==> config.mk <==
export PLATFORM = sky130hd
export DESIGN_NAME = rpn_stack_core
export DESIGN_NICKNAME = d
export VERILOG_FILES = /design/src/rtl/rpn_stack_core.sv
export SDC_FILE = /design/constraint.sdc
export NUM_CORES = 1
export LEC_CHECK = 0
export ABC_AREA = 1
export CORE_ASPECT_RATIO = 1.1
export CORE_MARGIN = 2
export CORE_UTILIZATION = 50
export DETAILED_ROUTE_END_ITERATION = 6
export PLACE_DENSITY_LB_ADDON = 0.25
export RECOVER_POWER = 100
export SLEW_MARGIN = 20
export SYNTH_ARGS = -nofsm -noshare
export SYNTH_HDL_FRONTEND = slang
export SYNTH_SLANG_ARGS = --single-unit
==> constraint.sdc <==
create_clock -name CLOCK_50 -period 5.6 [get_ports CLOCK_50]
set_clock_uncertainty 0.2 [all_clocks]
set_input_delay 1.12 -clock CLOCK_50 [delete_from_list [all_inputs] [get_ports CLOCK_50]]
set_output_delay 1.12 -clock CLOCK_50 [all_outputs]
set_load 0.02 [all_outputs]
==> src/rtl/rpn_stack_core.sv <==
// RPN stack engine: TOS held in a register, lower entries in a synchronous-read RAM.
// Commands arrive over valid/ready; two-operand ops take IDLE->READ->EXEC.
module rpn_stack_core #(
    parameter int WIDTH = 8,
    parameter int DEPTH = 16,
    localparam int AW = $clog2(DEPTH)
) (
    input  logic             CLOCK_50,
    input  logic             reset_n,
    input  logic             cmd_valid,
    input  logic [2:0]       cmd_op,
    input  logic [WIDTH-1:0] cmd_data,
    output logic             cmd_ready,
    output logic [WIDTH-1:0] top,
    output logic [AW:0]      depth,
    output logic             err,
    output logic [1:0]       err_code
);

    localparam logic [2:0] OP_PUSH  = 3'b000;
    localparam logic [2:0] OP_POP   = 3'b001;
    localparam logic [2:0] OP_ADD   = 3'b010;
    localparam logic [2:0] OP_SUB   = 3'b011;
    localparam logic [2:0] OP_MUL   = 3'b100;
    localparam logic [2:0] OP_DUP   = 3'b101;
    localparam logic [2:0] OP_SWAP  = 3'b110;
    localparam logic [2:0] OP_CLEAR = 3'b111;

    localparam logic [1:0] E_UNDER = 2'b01;
    localparam logic [1:0] E_OVER  = 2'b10;
    localparam logic [1:0] E_ARITH = 2'b11;

    localparam logic [AW:0] D_FULL = (AW+1)'(DEPTH);
    localparam logic [AW:0] D_ZERO = {(AW+1){1'b0}};
    localparam logic [AW:0] D_ONE  = (AW+1)'(1);
    localparam logic [AW:0] D_TWO  = (AW+1)'(2);

    typedef enum logic [1:0] {S_IDLE = 2'b00, S_READ = 2'b01, S_EXEC = 2'b10} state_t;

    state_t             state_q, state_d;
    logic [WIDTH-1:0]   top_q, top_d;
    logic [AW:0]        depth_q, depth_d;
    logic               err_q, err_d;
    logic [1:0]         code_q, code_d;
    logic               ready_q;
    logic [2:0]         op_q, op_d;
    logic [WIDTH-1:0]   rd_q;
    logic [WIDTH-1:0]   mem_q [DEPTH];

    logic               wr_en_s;
    logic [AW-1:0]      wr_addr_s;
    logic [AW-1:0]      sp_addr_s;
    logic [AW-1:0]      nos_addr_s;
    logic               raise_s;
    logic [1:0]         raise_code_s;
    logic               clr_s;
    logic [WIDTH:0]     alu_s;

    // Returns {overflow, result} for the arithmetic opcodes; NOS is the left operand.
    function automatic logic [WIDTH:0] alu(input logic [2:0] op,
                                           input logic [WIDTH-1:0] a,
                                           input logic [WIDTH-1:0] b);
        logic [WIDTH:0]     sum;
        logic [2*WIDTH-1:0] prod;
        sum  = {1'b0, a} + {1'b0, b};
        prod = {{WIDTH{1'b0}}, a} * {{WIDTH{1'b0}}, b};
        case (op)
            OP_ADD:  alu = sum;
            OP_SUB:  alu = {(a < b), a - b};
            OP_MUL:  alu = {(|prod[2*WIDTH-1:WIDTH]), prod[WIDTH-1:0]};
            default: alu = {1'b0, a};
        endcase
    endfunction

    assign sp_addr_s  = AW'(depth_q - D_ONE);
    assign nos_addr_s = AW'(depth_q - D_TWO);
    assign alu_s      = alu(op_q, rd_q, top_q);

    // Next-state, datapath and error-flag decisions.
    always_comb begin
        state_d      = state_q;
        top_d        = top_q;
        depth_d      = depth_q;
        err_d        = err_q;
        code_d       = code_q;
        op_d         = op_q;
        wr_en_s      = 1'b0;
        wr_addr_s    = sp_addr_s;
        raise_s      = 1'b0;
        raise_code_s = 2'b00;
        clr_s        = 1'b0;
        case (state_q)
            S_IDLE: begin
                if (cmd_valid && ready_q) begin
                    op_d = cmd_op;
                    case (cmd_op)
                        OP_PUSH: begin
                            if (depth_q == D_FULL) begin
                                raise_s = 1'b1; raise_code_s = E_OVER;
                            end else begin
                                wr_en_s = (depth_q != D_ZERO);
                                top_d   = cmd_data;
                                depth_d = depth_q + D_ONE;
                            end
                        end
                        OP_POP: begin
                            if (depth_q == D_ZERO) begin
                                raise_s = 1'b1; raise_code_s = E_UNDER;
                            end else if (depth_q == D_ONE) begin
                                depth_d = D_ZERO;
                                top_d   = {WIDTH{1'b0}};
                            end else begin
                                state_d = S_READ;
                            end
                        end
                        OP_ADD, OP_SUB, OP_MUL, OP_SWAP: begin
                            if (depth_q < D_TWO) begin
                                raise_s = 1'b1; raise_code_s = E_UNDER;
                            end else begin
                                state_d = S_READ;
                            end
                        end
                        OP_DUP: begin
                            if (depth_q == D_ZERO) begin
                                raise_s = 1'b1; raise_code_s = E_UNDER;
                            end else if (depth_q == D_FULL) begin
                                raise_s = 1'b1; raise_code_s = E_OVER;
                            end else begin
                                wr_en_s = 1'b1;
                                depth_d = depth_q + D_ONE;
                            end
                        end
                        OP_CLEAR: begin
                            depth_d = D_ZERO;
                            top_d   = {WIDTH{1'b0}};
                            clr_s   = 1'b1;
                        end
                        default: begin
                            state_d = S_IDLE;
                        end
                    endcase
                end else begin
                    state_d = S_IDLE;
                end
            end
            S_READ: begin
                state_d = S_EXEC;
            end
            S_EXEC: begin
                state_d = S_IDLE;
                if (op_q == OP_SWAP) begin
                    wr_en_s   = 1'b1;
                    wr_addr_s = nos_addr_s;
                    top_d     = rd_q;
                end else begin
                    top_d   = alu_s[WIDTH-1:0];
                    depth_d = depth_q - D_ONE;
                    raise_s = alu_s[WIDTH];
                    raise_code_s = E_ARITH;
                end
            end
            default: begin
                state_d = S_IDLE;
            end
        endcase
        // Only the first error since the last clear is remembered.
        if (clr_s) begin
            err_d  = 1'b0;
            code_d = 2'b00;
        end else if (raise_s && !err_q) begin
            err_d  = 1'b1;
            code_d = raise_code_s;
        end else begin
            err_d  = err_q;
        end
    end

    // Control and output registers with synchronous active-low reset.
    always_ff @(posedge CLOCK_50) begin
        if (!reset_n) begin
            state_q <= S_IDLE;
            top_q   <= {WIDTH{1'b0}};
            depth_q <= D_ZERO;
            err_q   <= 1'b0;
            code_q  <= 2'b00;
            ready_q <= 1'b0;
            op_q    <= OP_PUSH;
        end else begin
            state_q <= state_d;
            top_q   <= top_d;
            depth_q <= depth_d;
            err_q   <= err_d;
            code_q  <= code_d;
            ready_q <= (state_d == S_IDLE);
            op_q    <= op_d;
        end
    end

    // Stack RAM write port; a reset edge suppresses any pending write.
    always_ff @(posedge CLOCK_50) begin
        if (reset_n && wr_en_s) begin
            mem_q[wr_addr_s] <= top_q;
        end
    end

    // Synchronous NOS read issued in READ, consumed in EXEC.
    always_ff @(posedge CLOCK_50) begin
        if (state_q == S_READ) begin
            rd_q <= mem_q[nos_addr_s];
        end
    end

    assign cmd_ready = ready_q;
    assign top       = top_q;
    assign depth     = depth_q;
    assign err       = err_q;
    assign err_code  = code_q;

endmodule

==> results.toml, run 1 <==
[status]
run_status = "complete, but fails checks"
violations = "capacitance limit, slew limit"

[placement]
port_buffers = 30
place_hpwl_mm = 17.0
gp_routability_congestion = 0.930

[logic_synthesis]
postSynthRegisterBits = 158
synth.cell_area_um2 = 9880
synth_edf_count = 136
yosysWarningCount = 0
syn-num-nets = 1216
synthCells = 1106
synth_cell_types = 48
synth_top_cell_by_area = "edfxtp_1"
syn_avg_cell_area_um2 = 8.94
synth_top_area_share_pct = 41.3
synth.yosys.seq_area_share_pct = 45.8
synth-main-ff-cell = "edfxtp_1"
area_contributors_post_synth = "edfxtp_1, fa_1, nand2_1"
async_reset_ff_share_pct = 0

[grt]
grt_pass1_vias = 7358
initial_antenna_violation_count = 0
first_pass_grt_wire_length_mm = 38.9
pin_count_of_the_biggest_net_entering_global_routing = 72
grt_remaining_overflow = 0
globalRouteTotalUtil_pct = 24.0

[floorplanning]
placeableCoreArea_um2 = 19200
fp.dieW_um = 138
fp.dieArea_um2 = 20900
overall_die_height_um = 151
placementRows = 53
boundaryPins = 31
initial_core_util_pct = 51.4

[critical_path]
timing.critical_path.required_ns = 5.45
end_kind = "register"
max_stage_delay_ns = 1.22
criticalPathCategory = "reg2reg"
path_cells = "clkbuf_1 > inv_1 > buf_4 > ha_1 > buf_4 > inv_1 > o21ai_0 > inv_1 > nand2_1 > nor2_1"
worst_path_most_repeated_cell = "inv_1"
worstPathMaxFanout = 36
worst-endpoint-arrival_ns = 5.00
critical_path.slowest_cell = "clkbuf_1"
startpoint_type = "register"

[power]
static-leakage-power_nw = 4.78
power.density_cell_area_nw_per_um2 = 271
vdd_ir_drop_max_mv = 0.261
total_power_mw = 2.97

[route]
routed_wire_length_per_instance_um = 17.7
route.antenna.remaining_nets = 0
dr.pass1.iters = 5
drt-initial-drc-count = 613
totalWireLength_mm = 24.6
drc = 0
vias_per_cell = 5.56
num_vias = 7708

[clock_network]
cts_hold_buf = 0
worst_skew_pair.late_latency_ns = 0.43
cts_resized = 0
cts-buffers-inserted = 17
clockRootBuffer = "clkbuf_16"
clock_tree.buffer_depth = 2
tritoncts = "done"
htree_levels = 4
cts_sinks = 158
clk_transition_reported_paths_ns = 0.06
number_of_setup_buffers_added_after_cts = 0

[timing]
clock.fmax_mhz = 194
report.final.hold_viol_count = 0
setup_repair_after_global_routing_missed_its_margin = "false"
slew_headroom_pct = -13.5
period_share_pct = 92.0
setup_total_negative_slack_ns = 0
pin_slew_with_the_least_headroom_to_its_limit_ns = 1.70
setup_violating_endpoint_count_in_the_final_report = 0
final.min_clock_period_ns = 5.15
slew_violations = 37

[final_layout]
mostFrequentLayoutCell = "nand2_1"
drive_gt1_share_pct = 5.09
antenna_cells = 0
layout_common_cells = "nand2_1, inv_1, edfxtp_1"
area_growth_syn_to_layout_pct = 10.8
filler_cell_count_in_the_final_layout = 1709
final_nets = 1238

[flow_run]
drv.max_cap_violation_count = 1

[worst_hold_path]
min-delay-path-class = "reg2reg"
-- per-layer routing --
layer,up-vias,track usage (%),share of wire (%)
met2,282,40.1,48
met1,3643,31.5,43
met5,-,0,0
met3,49,3.77,6.2
met4,0,10.1,3.5
li1,3734,-,-
-- sequential cells by signal (all words and copies together), names as in the netlist --
name / count
err: 1
depth: 5
state_q: 2
err_code: 2
mem_q: 128
op_q: 3
top: 8
cmd_ready: 1
rd_q: 8
-- worst max-delay path, delay by kind of cell, from the launching register on --
kind	cells	cell delay, ns
and+or+nand+nor	2	0.85
adders and majority gates	1	0.33
buffers and inverters	6	2.76
DFF	1	0.31
AOI/OAI and AO/OA	1	0.29
-- cell usage after synthesis, drive strengths merged, types with 2 or more instances --
library cell / n
nand2: 206
inv: 177
nor2: 140
edfxtp: 136
o21ai: 106
ha: 58
a21oi: 40
nand3: 40
clkbuf: 39
fa: 38
dfxtp: 22
o22ai: 21
o221ai: 13
nand4: 11
a221oi: 9
nor3: 9
buf: 7
a211oi: 5
xor2: 5
a31oi: 3
o2111ai: 3
o211ai: 3
or2: 3
a21o: 2
nand3b: 2
o31ai: 2
xnor2: 2
-- final timing paths --
check / depth (start not counted) / endpoint / slack (ns) / start
setup / recovery: 10 / mem_q[15][7]$_DFFE_PP_ / 0.45 / depth[1]$_SDFFE_PN0P_
hold / removal: 1 / state_q[1]$_SDFF_PN0_ / 0.29 / state_q[1]$_SDFF_PN0_
setup reg to reg: 10 / mem_q[15][7]$_DFFE_PP_ / 0.45 / depth[1]$_SDFFE_PN0P_
hold reg to reg: 1 / state_q[1]$_SDFF_PN0_ / 0.29 / state_q[1]$_SDFF_PN0_
-- cells by family (layout without fill, tap and decap cells) --
logic type / after synthesis / after routing / synth area share (%)
and+or+nand+nor: 411 / 411 / 17.3
buffers and inverters: 224 / 258 / 8.77
AOI/OAI and AO/OA: 210 / 210 / 12.5
DFF: 158 / 158 / 45.8
adders and majority gates: 96 / 96 / 15.0
xor gates and xnor gates: 7 / 7 / 0.620
-- power by group --
part	switching [mW]	internal (mW)	total, mW
sequential	0.0214	1.30	1.32
clock	0.480	0.658	1.14
combinational	0.347	0.166	0.513
-- stage by stage --
step / instances / hold slack [ns] / setup slack, ns / util (%) / instance area [um2]
6_report: 1387 / 0.292 / 0.450 / 56.9 / 11000
5_1_grt: 1387 / 0.325 / 0.132 / 56.9 / 11000
4_1_cts: 1387 / 0.290 / 0.581 / 57.2 / 11000
3_5_place_dp: 1356 / 0.272 / 0.580 / 54.3 / 10400
3_3_place_gp: 1356 / 0.263 / 0.593 / 54.3 / 10400
2_1_floorplan: 1106 / 0.245 / 0.665 / - / 9880
-- area by class of cell --
cell class / instances / area [um2] / share of cell area [%]
Sequential cell: 158 / 4530 / 41.3
Multi-Input combinational cell: 724 / 4470 / 40.8
Inverter: 178 / 668 / 6.10
Clock buffer: 19 / 433 / 3.95
Timing Repair Buffer: 49 / 413 / 3.77
Tap cell: 247 / 309 / 2.82
Clock inverter: 12 / 136 / 1.25
No activity file was read; power rests on OpenSTA's default activity.
==> inputs of run 2 (changes only) <==
clock period = 5.45 ns   (was 5.6 ns; I/O delays follow)
==> results.toml, run 2 (synthesized netlist as in run 1, its figures left out) <==
[status]
run_status = "complete, but fails checks"
violations = "capacitance limit, slew limit"

[timing]
pin_slew_with_the_least_headroom_to_its_limit_ns = 1.69
fin_hold_ws_ns = 0.296
slew_violations = 38
setup_total_negative_slack_ns = 0
slew_headroom_pct = -12.7
setup_repair_after_global_routing_missed_its_margin = "false"
final.min_clock_period_ns = 5.16
clock.fmax_mhz = 194
report.final.hold_viol_count = 0
period_share_pct = 94.7
setup_violating_endpoint_count_in_the_final_report = 0

[final_layout]
final_nets = 1236
mostFrequentLayoutCell = "nand2_1"
area_growth_syn_to_layout_pct = 10.7
largest_register_ffs = 128
area_of_all_placed_cells_without_fillers_um2 = 10900
drive_gt1_share_pct = 5.18
largest_register = "mem_q"
antenna_cells = 0
filler_cell_count_in_the_final_layout = 1749
layout_common_cells = "nand2_1, inv_1, edfxtp_1"

[power]
static-leakage-power_nw = 4.77
total_power_mw = 3.02
vdd_ir_drop_max_mv = 0.339
power.density_cell_area_nw_per_um2 = 276

[route]
dr.pass1.iters = 6
num_vias = 7637
totalWireLength_mm = 24.2
vias_per_cell = 5.51
route.antenna.remaining_nets = 0
drt-initial-drc-count = 615
routed_wire_length_per_instance_um = 17.5
drc = 0

[floorplanning]
placementRows = 53
placeableCoreArea_um2 = 19200
boundaryPins = 31
initial_core_util_pct = 51.4
fp.dieArea_um2 = 20900
overall_die_height_um = 151
fp.dieW_um = 138

[clock_network]
tritoncts = "done"
clockRootBuffer = "clkbuf_16"
cts_sinks = 158
worst_skew_pair.late_latency_ns = 0.44
number_of_setup_buffers_added_after_cts = 0
clk_transition_reported_paths_ns = 0.07
cts-buffers-inserted = 17
cts_resized = 0
clock_tree.buffer_depth = 2
cts_hold_buf = 0
htree_levels = 4

[placement]
gp_routability_congestion = 0.945
placed_area_um2 = 10400
place_hpwl_mm = 16.8
port_buffers = 30

[grt]
pin_count_of_the_biggest_net_entering_global_routing = 72
grt_remaining_overflow = 0
initial_antenna_violation_count = 0
first_pass_grt_wire_length_mm = 38.4
grt_pass1_vias = 7451
globalRouteTotalUtil_pct = 23.6

[critical_path]
ff2ff_path_depth = 12
r2r_start = "depth[1]$_SDFFE_PN0P_"
endpoint = "mem_q[7][0]$_DFFE_PP_"
setup.reg_to_reg.worst_slack_ns = 0.29
timing.critical_path.required_ns = 5.30
startpoint_type = "register"
worstPathMaxFanout = 37
criticalPathCategory = "reg2reg"
end_kind = "register"
worst-endpoint-arrival_ns = 5.01
critical_path.startpoint = "depth[1]$_SDFFE_PN0P_"
r2r-end = "mem_q[7][0]$_DFFE_PP_"

[flow_run]
drv.max_cap_violation_count = 1

[worst_hold_path]
worst_hold_depth = 1
min-delay-path-class = "reg2reg"
run 2: cell types whose count changed in the layout (fill, tap and decap cells not counted), sizes merged:
cell	delta
clkbuf	+1
clkinv	+3
inv	+3
clkinvlp	-1
buf	-5
bufinv	-2
run 2: layout make-up:
cell class	instances	area [um2]	share of cell area, %
sequential	158	4530	41.4
timing repair buffer	47	388	3.55
tap	247	309	2.83
clock buffer	17	425	3.89
multi-input combinational	724	4470	40.9
inverter	178	668	6.11
clock inverter	15	151	1.38
run 2: where the power goes:
group	internal (mW)	switching, mW
Sequential	1.33	0.0252
Clock	0.608	0.535
Combinational	0.168	0.351
run 2: worst min-delay path by stage:
stage                           from                     to
2_1_floorplan  state_q[1]$_SDFF_PN0_  state_q[1]$_SDFF_PN0_
3_3_place_gp   state_q[1]$_SDFF_PN0_  state_q[1]$_SDFF_PN0_
3_5_place_dp   state_q[1]$_SDFF_PN0_  state_q[1]$_SDFF_PN0_
4_1_cts        state_q[1]$_SDFF_PN0_  state_q[1]$_SDFF_PN0_
5_1_grt        state_q[1]$_SDFF_PN0_  state_q[1]$_SDFF_PN0_
6_report       state_q[1]$_SDFF_PN0_  state_q[1]$_SDFF_PN0_
run 2: through the flow:
step	worst slack [ns]	instances	util, %
after floorplan	0.515	1106	-
after global placement	0.402	1354	54.2
after detailed placement	0.351	1354	54.2
after CTS	0.363	1386	57.2
after global routing	0.0603	1386	56.9
final	0.286	1386	56.9
run 2: worst max-delay path: stages, from the launching register on:
cell      delay [ns]
dfxtp_1         0.30
buf_4           0.26
inv_1           0.13
clkbuf_1        1.23
ha_1            0.41
nor2_1          0.07
nor2_1          0.60
inv_1           0.38
nand2_1         0.15
o21ai_1         0.13
inv_1           0.10
nand2_1         0.12
nor2_1          0.71
run 2: per-layer routing:
layer | vias up | global-route usage [%] | routed length (um)
met5 | - | 0 | 0
met4 | 0 | 8.67 | 748
met3 | 59 | 4.02 | 1250
met2 | 270 | 40.1 | 11700
met1 | 3587 | 30.9 | 10500
li1 | 3721 | - | -
